`config.mk`:
```
export PLATFORM = sky130hd
export DESIGN_NAME = mem_access_unit
export DESIGN_NICKNAME = d
export VERILOG_FILES = /design/src/rtl/cpu_pkg.sv /design/src/rtl/load_align.sv /design/src/rtl/mem_access_unit.sv
export SDC_FILE = /design/constraint.sdc
export NUM_CORES = 1
export LEC_CHECK = 0
export CAP_MARGIN = 20
export CORE_UTILIZATION = 40
export CTS_BUF_LIST = sky130_fd_sc_hd__clkbuf_8
export DETAILED_ROUTE_END_ITERATION = 7
export GPL_ROUTABILITY_DRIVEN = 0
export PLACE_DENSITY = 0.77
export SYNTH_ARGS = -nofsm -noshare
export SYNTH_HDL_FRONTEND = slang
export SYNTH_SLANG_ARGS = --single-unit
```
`constraint.sdc`:
```
create_clock -name clk -period 2.12 [get_ports clk]
set_input_delay 0.53 -clock clk [delete_from_list [all_inputs] [get_ports clk]]
set_output_delay 0.53 -clock clk [all_outputs]
set_load 0.005 [all_outputs]
```
`src/rtl/cpu_pkg.sv`:
```
// Shared types for the load/store path: FSM encoding, access-size codes and
// the alignment / byte-enable helpers used when a request is accepted.
package cpu_pkg;

    typedef enum logic [1:0] {
        ST_IDLE = 2'd0,
        ST_REQ  = 2'd1,
        ST_WAIT = 2'd2,
        ST_DONE = 2'd3
    } mau_state_e;

    typedef enum logic [1:0] {
        SZ_BYTE = 2'b00,
        SZ_HALF = 2'b01,
        SZ_WORD = 2'b10,
        SZ_ILL  = 2'b11
    } mem_size_e;

    function automatic logic is_misaligned(input mem_size_e size, input logic [1:0] off);
        case (size)
            SZ_HALF: return off[0];
            SZ_WORD: return off != 2'b00;
            default: return 1'b0;
        endcase
    endfunction

    function automatic logic [3:0] byte_enables(input mem_size_e size, input logic [1:0] off);
        case (size)
            SZ_BYTE: return 4'b0001 << off;
            SZ_HALF: return 4'b0011 << off;
            default: return 4'b1111;
        endcase
    endfunction

endpackage

```
`src/rtl/load_align.sv`:
```
// Extracts the addressed byte/half/word from a memory word and extends it.
module load_align
    import cpu_pkg::*;
(
    input  logic [31:0] word_i,
    input  logic [1:0]  offset_i,
    input  mem_size_e   size_i,
    input  logic        sign_ext_i,
    output logic [31:0] data_o
);

    logic [31:0] shifted;

    always_comb begin
        shifted = word_i >> {offset_i, 3'b000};
        data_o  = shifted;
        case (size_i)
            SZ_BYTE: data_o = {{24{sign_ext_i & shifted[7]}}, shifted[7:0]};
            SZ_HALF: data_o = {{16{sign_ext_i & shifted[15]}}, shifted[15:0]};
            default: data_o = shifted;
        endcase
    end

endmodule

```
`src/rtl/mem_access_unit.sv`:
```
// Single-outstanding load/store unit between the EX/MEM register and a
// single-port memory: lane steering, ack timeout and load write-back.
module mem_access_unit
    import cpu_pkg::*;
#(
    parameter int TIMEOUT = 16
) (
    input  logic        clk,
    input  logic        rstn,
    input  logic        in_valid,
    output logic        in_ready,
    input  logic        op_read,
    input  logic        op_write,
    input  logic [1:0]  size,
    input  logic        sign_ext,
    input  logic [31:0] addr,
    input  logic [31:0] wdata,
    input  logic [31:0] pc_in,
    output logic        mem_req,
    output logic        mem_we,
    output logic [31:0] mem_addr,
    output logic [31:0] mem_wdata,
    output logic [3:0]  mem_be,
    input  logic        mem_ack,
    input  logic [31:0] mem_rdata,
    output logic        wb_valid,
    output logic [31:0] wb_data,
    output logic [31:0] wb_pc,
    output logic        err
);

    localparam logic [4:0] LAST_WAIT = 5'(TIMEOUT - 1);

    mau_state_e  state_q, state_d;
    logic [4:0]  cnt_q, cnt_d;
    logic        we_q, we_d;
    mem_size_e   size_q, size_d;
    logic        sign_q, sign_d;
    logic [1:0]  off_q, off_d;
    logic [31:0] addr_q, addr_d;
    logic [31:0] wdata_q, wdata_d;
    logic [3:0]  be_q, be_d;
    logic [31:0] pc_q, pc_d;
    logic [31:0] rdata_q, rdata_d;
    logic        err_q, err_d;

    logic        accept;
    logic        bad_req;
    mem_size_e   size_in;
    logic [31:0] load_data;

    assign size_in = mem_size_e'(size);
    assign accept  = in_valid && (op_read ^ op_write);
    assign bad_req = is_misaligned(size_in, addr[1:0]) || (size_in == SZ_ILL);

    load_align u_load_align (
        .word_i     (rdata_q),
        .offset_i   (off_q),
        .size_i     (size_q),
        .sign_ext_i (sign_q),
        .data_o     (load_data)
    );

    always_comb begin
        state_d = state_q;
        cnt_d   = cnt_q;
        we_d    = we_q;
        size_d  = size_q;
        sign_d  = sign_q;
        off_d   = off_q;
        addr_d  = addr_q;
        wdata_d = wdata_q;
        be_d    = be_q;
        pc_d    = pc_q;
        rdata_d = rdata_q;
        err_d   = err_q;

        in_ready = 1'b0;
        mem_req  = 1'b0;
        mem_we   = 1'b0;
        wb_valid = 1'b0;
        wb_data  = 32'h0;
        err      = 1'b0;

        case (state_q)
            ST_IDLE: begin
                // rstn gate keeps in_ready low while reset is held
                in_ready = rstn;
                if (accept) begin
                    we_d    = op_write;
                    size_d  = size_in;
                    sign_d  = sign_ext;
                    off_d   = addr[1:0];
                    addr_d  = {addr[31:2], 2'b00};
                    wdata_d = wdata << {addr[1:0], 3'b000};
                    be_d    = byte_enables(size_in, addr[1:0]);
                    pc_d    = pc_in;
                    rdata_d = 32'h0;
                    cnt_d   = 5'd0;
                    err_d   = bad_req;
                    state_d = bad_req ? ST_DONE : ST_REQ;
                end
            end
            ST_REQ: begin
                mem_req = 1'b1;
                mem_we  = we_q;
                cnt_d   = 5'd0;
                if (mem_ack) begin
                    rdata_d = mem_rdata;
                    state_d = ST_DONE;
                end else begin
                    state_d = ST_WAIT;
                end
            end
            ST_WAIT: begin
                mem_we = we_q;
                cnt_d  = cnt_q + 5'd1;
                if (mem_ack) begin
                    rdata_d = mem_rdata;
                    state_d = ST_DONE;
                end else if (cnt_q == LAST_WAIT) begin
                    err_d   = 1'b1;
                    state_d = ST_DONE;
                end
            end
            ST_DONE: begin
                wb_valid = 1'b1;
                err      = err_q;
                // stores and aborted accesses return zero
                wb_data  = (we_q || err_q) ? 32'h0 : load_data;
                state_d  = ST_IDLE;
            end
            default: state_d = ST_IDLE;
        endcase
    end

    always_ff @(posedge clk or negedge rstn) begin
        if (!rstn) begin
            state_q <= ST_IDLE;
            cnt_q   <= 5'd0;
            we_q    <= 1'b0;
            size_q  <= SZ_BYTE;
            sign_q  <= 1'b0;
            off_q   <= 2'b00;
            addr_q  <= 32'h0;
            wdata_q <= 32'h0;
            be_q    <= 4'h0;
            pc_q    <= 32'h0;
            rdata_q <= 32'h0;
            err_q   <= 1'b0;
        end else begin
            state_q <= state_d;
            cnt_q   <= cnt_d;
            we_q    <= we_d;
            size_q  <= size_d;
            sign_q  <= sign_d;
            off_q   <= off_d;
            addr_q  <= addr_d;
            wdata_q <= wdata_d;
            be_q    <= be_d;
            pc_q    <= pc_d;
            rdata_q <= rdata_d;
            err_q   <= err_d;
        end
    end

    assign mem_addr  = addr_q;
    assign mem_wdata = wdata_q;
    assign mem_be    = be_q;
    assign wb_pc     = pc_q;

endmodule

```
# Yosys cells after proc, flatten, opt, wreduce, memory -nomap -nowiden
# Cells that the tools add are included.
[word_totals]
reg_bits = 144
inputBits = 137
out_inout_bits = 137
elab_cells = 74
[classes]
addsub = 1
eq_ne = 13
n_shift = 4
muxes = 25
bitwise = 3
reduce_logical = 16
[op_table]
columns = ["operator", "count"]
rows = [
  ["$mux 32", 4],
  ["$pmux 32 s2", 2],
  ["$shl 32x5->32", 1],
  ["$shr 32x5->32", 1],
  ["$pmux 5 s3", 1],
  ["$mux 1", 9],
  ["$eq 2x2->1 const B", 4],
  ["$mux 2", 4],
  ["$pmux 2 s4", 1],
  ["$pmux 4 s2", 1],
  ["$eq 2x1->1 const B", 3],
  ["$logic_not 2->1", 3],
  ["$ne 2x2->1 const B", 3],
  ["$reduce_and 2->1", 3],
  ["$reduce_bool 2->1", 3],
  ["$add 5x1->5 const B", 1],
  ["$eq 5x4->1 const B", 1],
  ["$mux 5", 1],
  ["$pmux 1 s2", 2],
  ["$reduce_and 4->1", 1],
  ["$shl 1x2->4 const A", 1],
  ["$shl 2x2->4 const A", 1],
  ["$ne 3x3->1 const B", 1],
  ["$reduce_and 3->1", 1],
  ["other kinds (7)", 9],
]

# Longest topological paths before layout
# Gate-level depths: netlist (run 1).
[logic_depth]
depth_word = 6
ltp_mapped = 9
depth_no_buf = 7

# Cells and area by module
# From an unflattened synthesis (run 1), not the netlist that was laid out.
[hier_totals]
hier_cells = 702
area_unflattened_um2 = 7340.8
[by_module_without_submodules]
columns = ["module", "n_inst", "cells_per_inst", "area_per_inst_um2", "seq_area_each_um2"]
rows = [
  ["mem_access_unit", 1, 596, 6532.5, 3603.5],
  ["load_align", 1, 106, 808.3, 0.0],
]

# Worst setup path after synthesis (run 1)
# Ideal clock, no wire load.
[synth_path]
kind = "register to output"
start = "register state_q[1]"
end = "output wb_data[19]"
t_arrival_ps = 1565
required_time_ps = 1590
slack_ps = 25
stages_incl_launch_ff = 7
n_path_buf = 1
cell_sequence = "dfrtp_1 -> ha_1 -> or3b_1 -> nor3b_1 -> o21ai_2 -> buf_4 -> nand2_1"
[synth_via]
elab_chain_cells = 2
[synth_rtl]
columns = ["item", "line_no", "text"]
rows = [
  ["start, declared", "mem_access_unit.sv:34", "mau_state_e state_q, state_d;"],
  ["start signal, assigned", "mem_access_unit.sv:152", "state_q <= state_d;"],
  ["$eq 2x2->1", "mem_access_unit.sv:85", "case (state_q)"],
  ["$mux 32", "mem_access_unit.sv:85", ""],
  ["end, declared", "mem_access_unit.sv:27", "output logic [31:0] wb_data,"],
]
# Every way passes these cells.

# Worst setup path after layout (run 1)
[layout_path]
start = "register state_q[1]"
end = "output wb_data[29]"
# Same word-level chain as after synthesis.

==> metrics.yaml, run 1 <==
fill_cells: 1438
synth-xor-area-share_pct: 0.3556
grt_pass1_wl_um: 34730
path_class: "reg2out"
post_dp_cell_area_um2: 10300
synthSimpleGateAreaFrac_pct: 23.73
insertion_delay_ns: 0.44
hpwlAfterDp_um: 15440
synth_compound_area_share_pct: 10.72
n_antenna_cell: 0
dieArea_um2: 18130
grt.overflow.total: 0
antenna_found_initial: 0
grt_max_degree: 145
cts_tree: "done"
drt_iter0_drc: 322
finalCritPeriodShare_pct: 132.6
seq_area_frac_synth_pct: 51.20
m1WireLength_um: 8768
worst_pin_slew_ns: 0.7704
wl_met2_um: 10840
vias_per_cell: 4.972
synthesis.area_um2: 7038
crit_arrival_ns: 2.28
fmax_mhz: 355.7
ys.flop_type: "dfrtp_1"
grtUsageTotal_pct: 24.66
final_net_count: 1280
setup_viol: 32
peakVddDrop_uv: 667.7
routed_wl_um: 21910
yosysUniqueCellTypes: 45
synth_edf_count: 0
core_um2: 17240
htree_levels: 4
synth.mux.area_fraction_pct: 7.236
design_area_um2: 10980
end_kind: "output pin"
multiInputGateArea_um2: 3311
num_io_pins: 274
synthAdderAreaFrac_pct: 1.956
via_count: 6806
cts_max_path_buffers: 2
start_util_pct: 40.83
finClkSkew_ns: 0.01029
synthArstFlopShare_pct: 100.0
layout_min_cycle_time_ns: 2.811
clkSlewWorstSetupHoldPaths_ns: 0.09
wl_met3_um: 1735
hold_violations: 0
maxCapViolCount: 0
fin_cells: 1369
synth_warnings: 0
postRouteAntennaNets: 0
setup_slack_ns: -0.6915
grt_pass1_vias: 6822
dpl_worst_slack_ns: -0.4831
dp.cells: 1316
synth_seq_cells: 144
p_per_area_nw_per_um2: 1264
syn_inst: 808
area_growth_syn_to_layout_pct: 56.04
routed.top_layer: "met4"
hold_buffers: 0
wire_per_inst_um: 16.00
critPathRequiredTime_ns: 1.59
clock_sinks: 144
synth_top_family_by_area: "simple AND/OR/NAND/NOR gates"
report.final.slew_viol_count: 0
die_y_um: 134.6
critPathMaxFanout: 4
rsz0062_at_grt: "true"
slew_headroom_pct: 48.64
register_area_um2: 3606
firstDrtPassIters: 5
final_core_util_pct: 63.71
drc_errors: 0
violations: "negative setup slack"
p_leak_nw: 5.255
cts_root_buf: "clkbuf_8"
hold_path.class: "in2async"
critical_path.startpoint_type: "flip-flop"
drive_gt1_share_pct: 18.97
core.rowCount: 48
status: "finished with violations"
die_x_um: 134.6
cts_inserted_buffers: 17
port_buffers: 271
syn_avg_cell_area_um2: 8.710
timing.hold.ws_ns: 0.2189
[placed cells by master, fill, tap and decap left out, types with 4 or more instances in the layout]
cell,n
clkdlybuf4s50_1,233
buf_12,6
inv_6,5
o21ai_1,16
a211oi_2,8
nand2_2,12
nand2_1,319
ha_1,8
dfrtp_1,142
nor2b_1,12
nor2_1,31
o21ai_0,38
inv_1,7
a21oi_1,20
buf_4,59
nand2b_1,4
buf_6,22
mux2_2,13
mux2i_1,33
and2_1,4
clkbuf_8,17
nand3_1,9
a211oi_1,16
buf_2,34
nor2_4,6
o31ai_1,11
[kinds of logic (layout without fill, tap and decap cells)]
logic type / Yosys count / after routing
compound gates: 124 / 124
simple gates: 416 / 416
flops: 144 / 144
xor+xnor: 2 / 2
fa+ha+maj: 11 / 11
mux: 49 / 49
buf+inv: 61 / 396
other cells: 1 / 2
[worst paths after layout]
| kind | startpoint | to | slack (ns) | depth (start not counted) |
|---|---|---|---|---|
| worst min-delay path | rstn | mem_be[0] | 0.22 | 2 |
| worst min register to register | mem_be[0] | mem_be[0] | 0.48 | 2 |
| max in group asynchronous | rstn | off_q[0] | 1.30 | 2 |
| min in group clk | mem_be[0] | mem_be[0] | 0.48 | 2 |
| worst max-delay path | state_q[1] | wb_data[29] | -0.69 | 10 |
| worst max register to register | state_q[0] | state_q[1] | 0.18 | 9 |
[where the power goes]
| group | internal [mW] | switching, mW |
|---|---|---|
| Sequential | 3.95 | 0.767 |
| Clock | 1.18 | 1.13 |
| Combinational | 3.63 | 3.23 |
[metrics by stage]
step	setup TNS (ns)	total power, mW
floorplan	0	7.503
global placement	-12.49	11.04
detailed placement	-15.60	11.20
CTS	-15.87	13.84
global route	-20.14	14.85
finish	-16.75	13.88
[worst max-delay path, cell delays in order (launching register included)]
cell	delay, ns
dfrtp_1	0.37
ha_2	0.18
or3b_4	0.41
buf_6	0.14
nor3_2	0.19
buf_4	0.17
buf_6	0.10
buf_6	0.08
nand2_1	0.04
nand2_1	0.06
buf_2	0.10
[state kept, by name (all words and copies together), names as in the netlist]
signal and flops:
mem_wdata 32, err_q 1, mem_addr 30, we_q 1, off_q 2, size_q 2
wb_pc 32, cnt_q 5, state_q 2, rdata_q 32, sign_q 1, mem_be 4
[routing by layer]
metal,global-route usage [%],up-vias
met5,0,-
met4,10.11,0
met3,7.883,42
met2,41.27,235
met1,29.28,3243
li1,-,3286
[cell type report]
type                       count  share of cell area [%]
sequential                   144                   32.84
timing repair buffer         356                   30.33
multi-input combinational    604                   30.15
tap                          225                   2.564
clock buffer                  17                   2.131
clock inverter                14                   1.641
inverter                       9                  0.3532
[what timing repair did]
item	in CTS	in global routing
buffers inserted	25	4
gates resized for setup	189	32
setup endpoints to repair	37	35
pin swaps	24	11
[synth_stat cells (all sizes together) (6+ instances only)]
master	instances	share of area (%)
a211oi	24	2.6
a21oi	20	1.4
and2	6	0.53
buf	35	3.3
clkbuf	17	0.94
dfrtp	144	51
ha	11	2.0
inv	9	0.48
mux2	15	2.4
mux2i	34	4.8
nand2	334	18
nand3	9	0.64
nor2	40	2.1
nor2b	13	1.2
o21ai	55	4.0
o31ai	11	1.2
No activity file was read; power rests on OpenSTA's default activity.
==> inputs of run 2 (changes only) <==
--- a/config.mk
+++ b/config.mk
@@ -6,6 +6,7 @@
 export NUM_CORES = 1
 export LEC_CHECK = 0
 export CAP_MARGIN = 20
+export CORE_MARGIN = 2
 export CORE_UTILIZATION = 40
 export CTS_BUF_LIST = sky130_fd_sc_hd__clkbuf_8
 export DETAILED_ROUTE_END_ITERATION = 7
==> metrics.yaml, run 2 (synthesized netlist as in run 1, its figures left out) <==
status: "finished with violations"  # unchanged
violations: "negative setup slack"  # unchanged
antenna_found_initial: 1  # was 0
core_um2: 17240  # unchanged
seq_power_share_pct: 33.9  # was 34.0%
port_buffers: 271  # unchanged
htree_levels: 4  # unchanged
insertion_delay_ns: 0.46  # was 0.44 ns
vias_per_cell: 4.919  # was 4.972
switchingPower_mw: 5.154  # was 5.128 mW
cts_inserted_buffers: 17  # unchanged
drc_errors: 0  # unchanged
area_growth_syn_to_layout_pct: 56.52  # was 56.04%
critPathRequiredTime_ns: 1.59  # about the same
layout_common_cells: "nand2_1, clkdlybuf4s50_1, dfrtp_1"  # unchanged
die_x_um: 136.6  # was 134.6 µm
final_core_util_pct: 63.91  # was 63.71%
cts_root_buf: "clkbuf_8"  # unchanged
crit_top_cell: "buf_6"  # unchanged
hold_path.class: "in2async"  # unchanged
finalCritPeriodShare_pct: 128.8  # was 132.6%
cts_tree: "done"  # unchanged
drt_iter0_drc: 394  # was 322
routed_wl_um: 22290  # was 21,910 µm
firstDrtPassIters: 5  # unchanged
crit_arrival_ns: 2.20  # was 2.28 ns
slowest_stage: "or3b_4"  # unchanged
report.final.slew_viol_count: 0  # unchanged
timing.hold.ws_ns: 0.2140  # was 0.2189 ns
hold_violations: 0  # unchanged
combPwrFrac_pct: 49.4  # about the same
final_net_count: 1277  # was 1,280
clock_sinks: 144  # unchanged
dp.cells: 1316  # unchanged
end_kind: "output pin"  # unchanged
grt_max_degree: 145  # unchanged
p_sw_share_pct: 37.05  # was 36.94%
crit_chain: "ha_2 > or3b_4 > buf_6 > nor3_4 > buf_6 > buf_6 > buf_6 > nand2_1 > nand2_1 > buf_2"  # was ha_2 > or3b_4 > buf_6 > nor3_2 > buf_4 > buf_6 > buf_6 > nand2_1 > nand2_1 > buf_2
clkPwrFrac_pct: 16.7  # was 16.6%
finClkSkew_ns: 0.01620  # was 0.01029 ns
setup_slack_ns: -0.6107  # was -0.6915 ns
maxCapViolCount: 0  # unchanged
path_class: "reg2out"  # unchanged
layout_min_cycle_time_ns: 2.731  # was 2.811 ns
postRouteAntennaNets: 0  # unchanged
core.rowCount: 48  # unchanged
rsz0062_at_grt: "true"  # unchanged
hpwlAfterDp_um: 15610  # was 15,440 µm
via_count: 6724  # was 6,806
die_y_um: 136.6  # was 134.6 µm
critical-path-max-stage-delay_ns: 0.42  # was 0.41 ns
wire_per_inst_um: 16.31  # was 16.00 µm
peakVddDrop_uv: 593.4  # was 667.7 µV
slew_headroom_pct: 47.26  # was 48.64%
fmax_mhz: 366.2  # was 355.7 MHz
start_util_pct: 40.83  # unchanged
p_int_mw: 8.758  # was 8.754 mW
worst_pin_slew_ns: 0.7912  # was 0.7704 ns
critical_path.startpoint_type: "flip-flop"  # unchanged
cts_max_path_buffers: 2  # unchanged
grt_pass1_vias: 6756  # was 6,822
drive_gt1_share_pct: 18.49  # was 18.97%
dpl_worst_slack_ns: -0.5004  # was -0.4831 ns
hold_buffers: 0  # unchanged
fin_cells: 1367  # was 1,369
grt.overflow.total: 0  # unchanged
dieArea_um2: 18670  # was 18,130 µm²
critPathMaxFanout: 4  # unchanged
p_per_area_nw_per_um2: 1263  # was 1264 nW/µm²
clkSlewWorstSetupHoldPaths_ns: 0.09  # about the same
grt_pass1_wl_um: 34530  # was 34,730 µm
p_leak_nw: 5.231  # was 5.255 nW
final_common_cell: "nand2_1"  # unchanged
setup_viol: 32  # unchanged
num_io_pins: 274  # unchanged
grtUsageTotal_pct: 23.85  # was 24.66%
-- run 2: what timing repair did --
action	4_1_cts	5_1_grt
buffers inserted	19	4
pin swaps	19	6
gates resized for setup	186	26
endpoints found under the setup margin	37	34
hold endpoints to repair	0	0
-- run 2: worst paths after layout --
check | from | endpoint | slack (ns) | cells past startpoint
hold reg to reg | mem_wdata[2] | mem_wdata[2] | 0.47 | 2
min in group clk | mem_wdata[2] | mem_wdata[2] | 0.47 | 2
setup / recovery | state_q[0] | wb_data[25] | -0.61 | 10
setup reg to reg | state_q[1] | mem_be[3] | 0.19 | 9
hold / removal | rstn | wb_pc[27] | 0.21 | 2
max in group asynchronous | rstn | off_q[0] | 1.30 | 2
-- run 2: power groups by stage --
| stage | registers (mW) | logic (mW) | clock network, mW |
|---|---|---|---|
| CTS | 4.70 | 6.76 | 2.39 |
| global route | 4.85 | 7.55 | 2.50 |
| global placement | 4.70 | 6.39 | 0 |
| detailed placement | 4.72 | 6.52 | 0 |
| finish | 4.71 | 6.87 | 2.33 |
| floorplan | 4.69 | 2.81 | 0 |
-- run 2: per-stage QoR --
step,setup TNS (ns),power [mW],cell area [µm²]
2_1_floorplan,0,7.503,7042
3_3_place_gp,-12.20,11.09,10350
3_5_place_dp,-13.41,11.25,10350
4_1_cts,-15.23,13.84,10930
5_1_grt,-18.85,14.90,11020
6_report,-15.64,13.91,11020
-- run 2: critical path: cells and delay by family, from the launching register on --
kind | cells | cell delay [ns]
adder cells (fa/ha/maj) | 1 | 0.17
buffers and inverters | 5 | 0.58
flip-flops | 1 | 0.36
AND/OR/NAND/NOR | 4 | 0.64
-- run 2: layout make-up --
class / instances / area [µm²]
diodes: 1 / 2.502
clock buffers: 17 / 234.0
multi-input cells: 604 / 3314
inverters: 9 / 36.28
fillers: 1408 / 6221
repair buffers: 353 / 3362
flip-flops and latches: 144 / 3605
well taps: 225 / 281.5
clock inverters: 14 / 180.2
-- run 2: per-layer routing --
| metal | vias to the layer above | global-route usage [%] | part of all wire (%) |
|---|---|---|---|
| li1 | 3285 | - | - |
| met4 | 0 | 10.47 | 3.0 |
| met2 | 256 | 38.92 | 49 |
| met1 | 3141 | 28.56 | 40 |
| met5 | - | 0 | 0 |
| met3 | 42 | 8.148 | 8.6 |
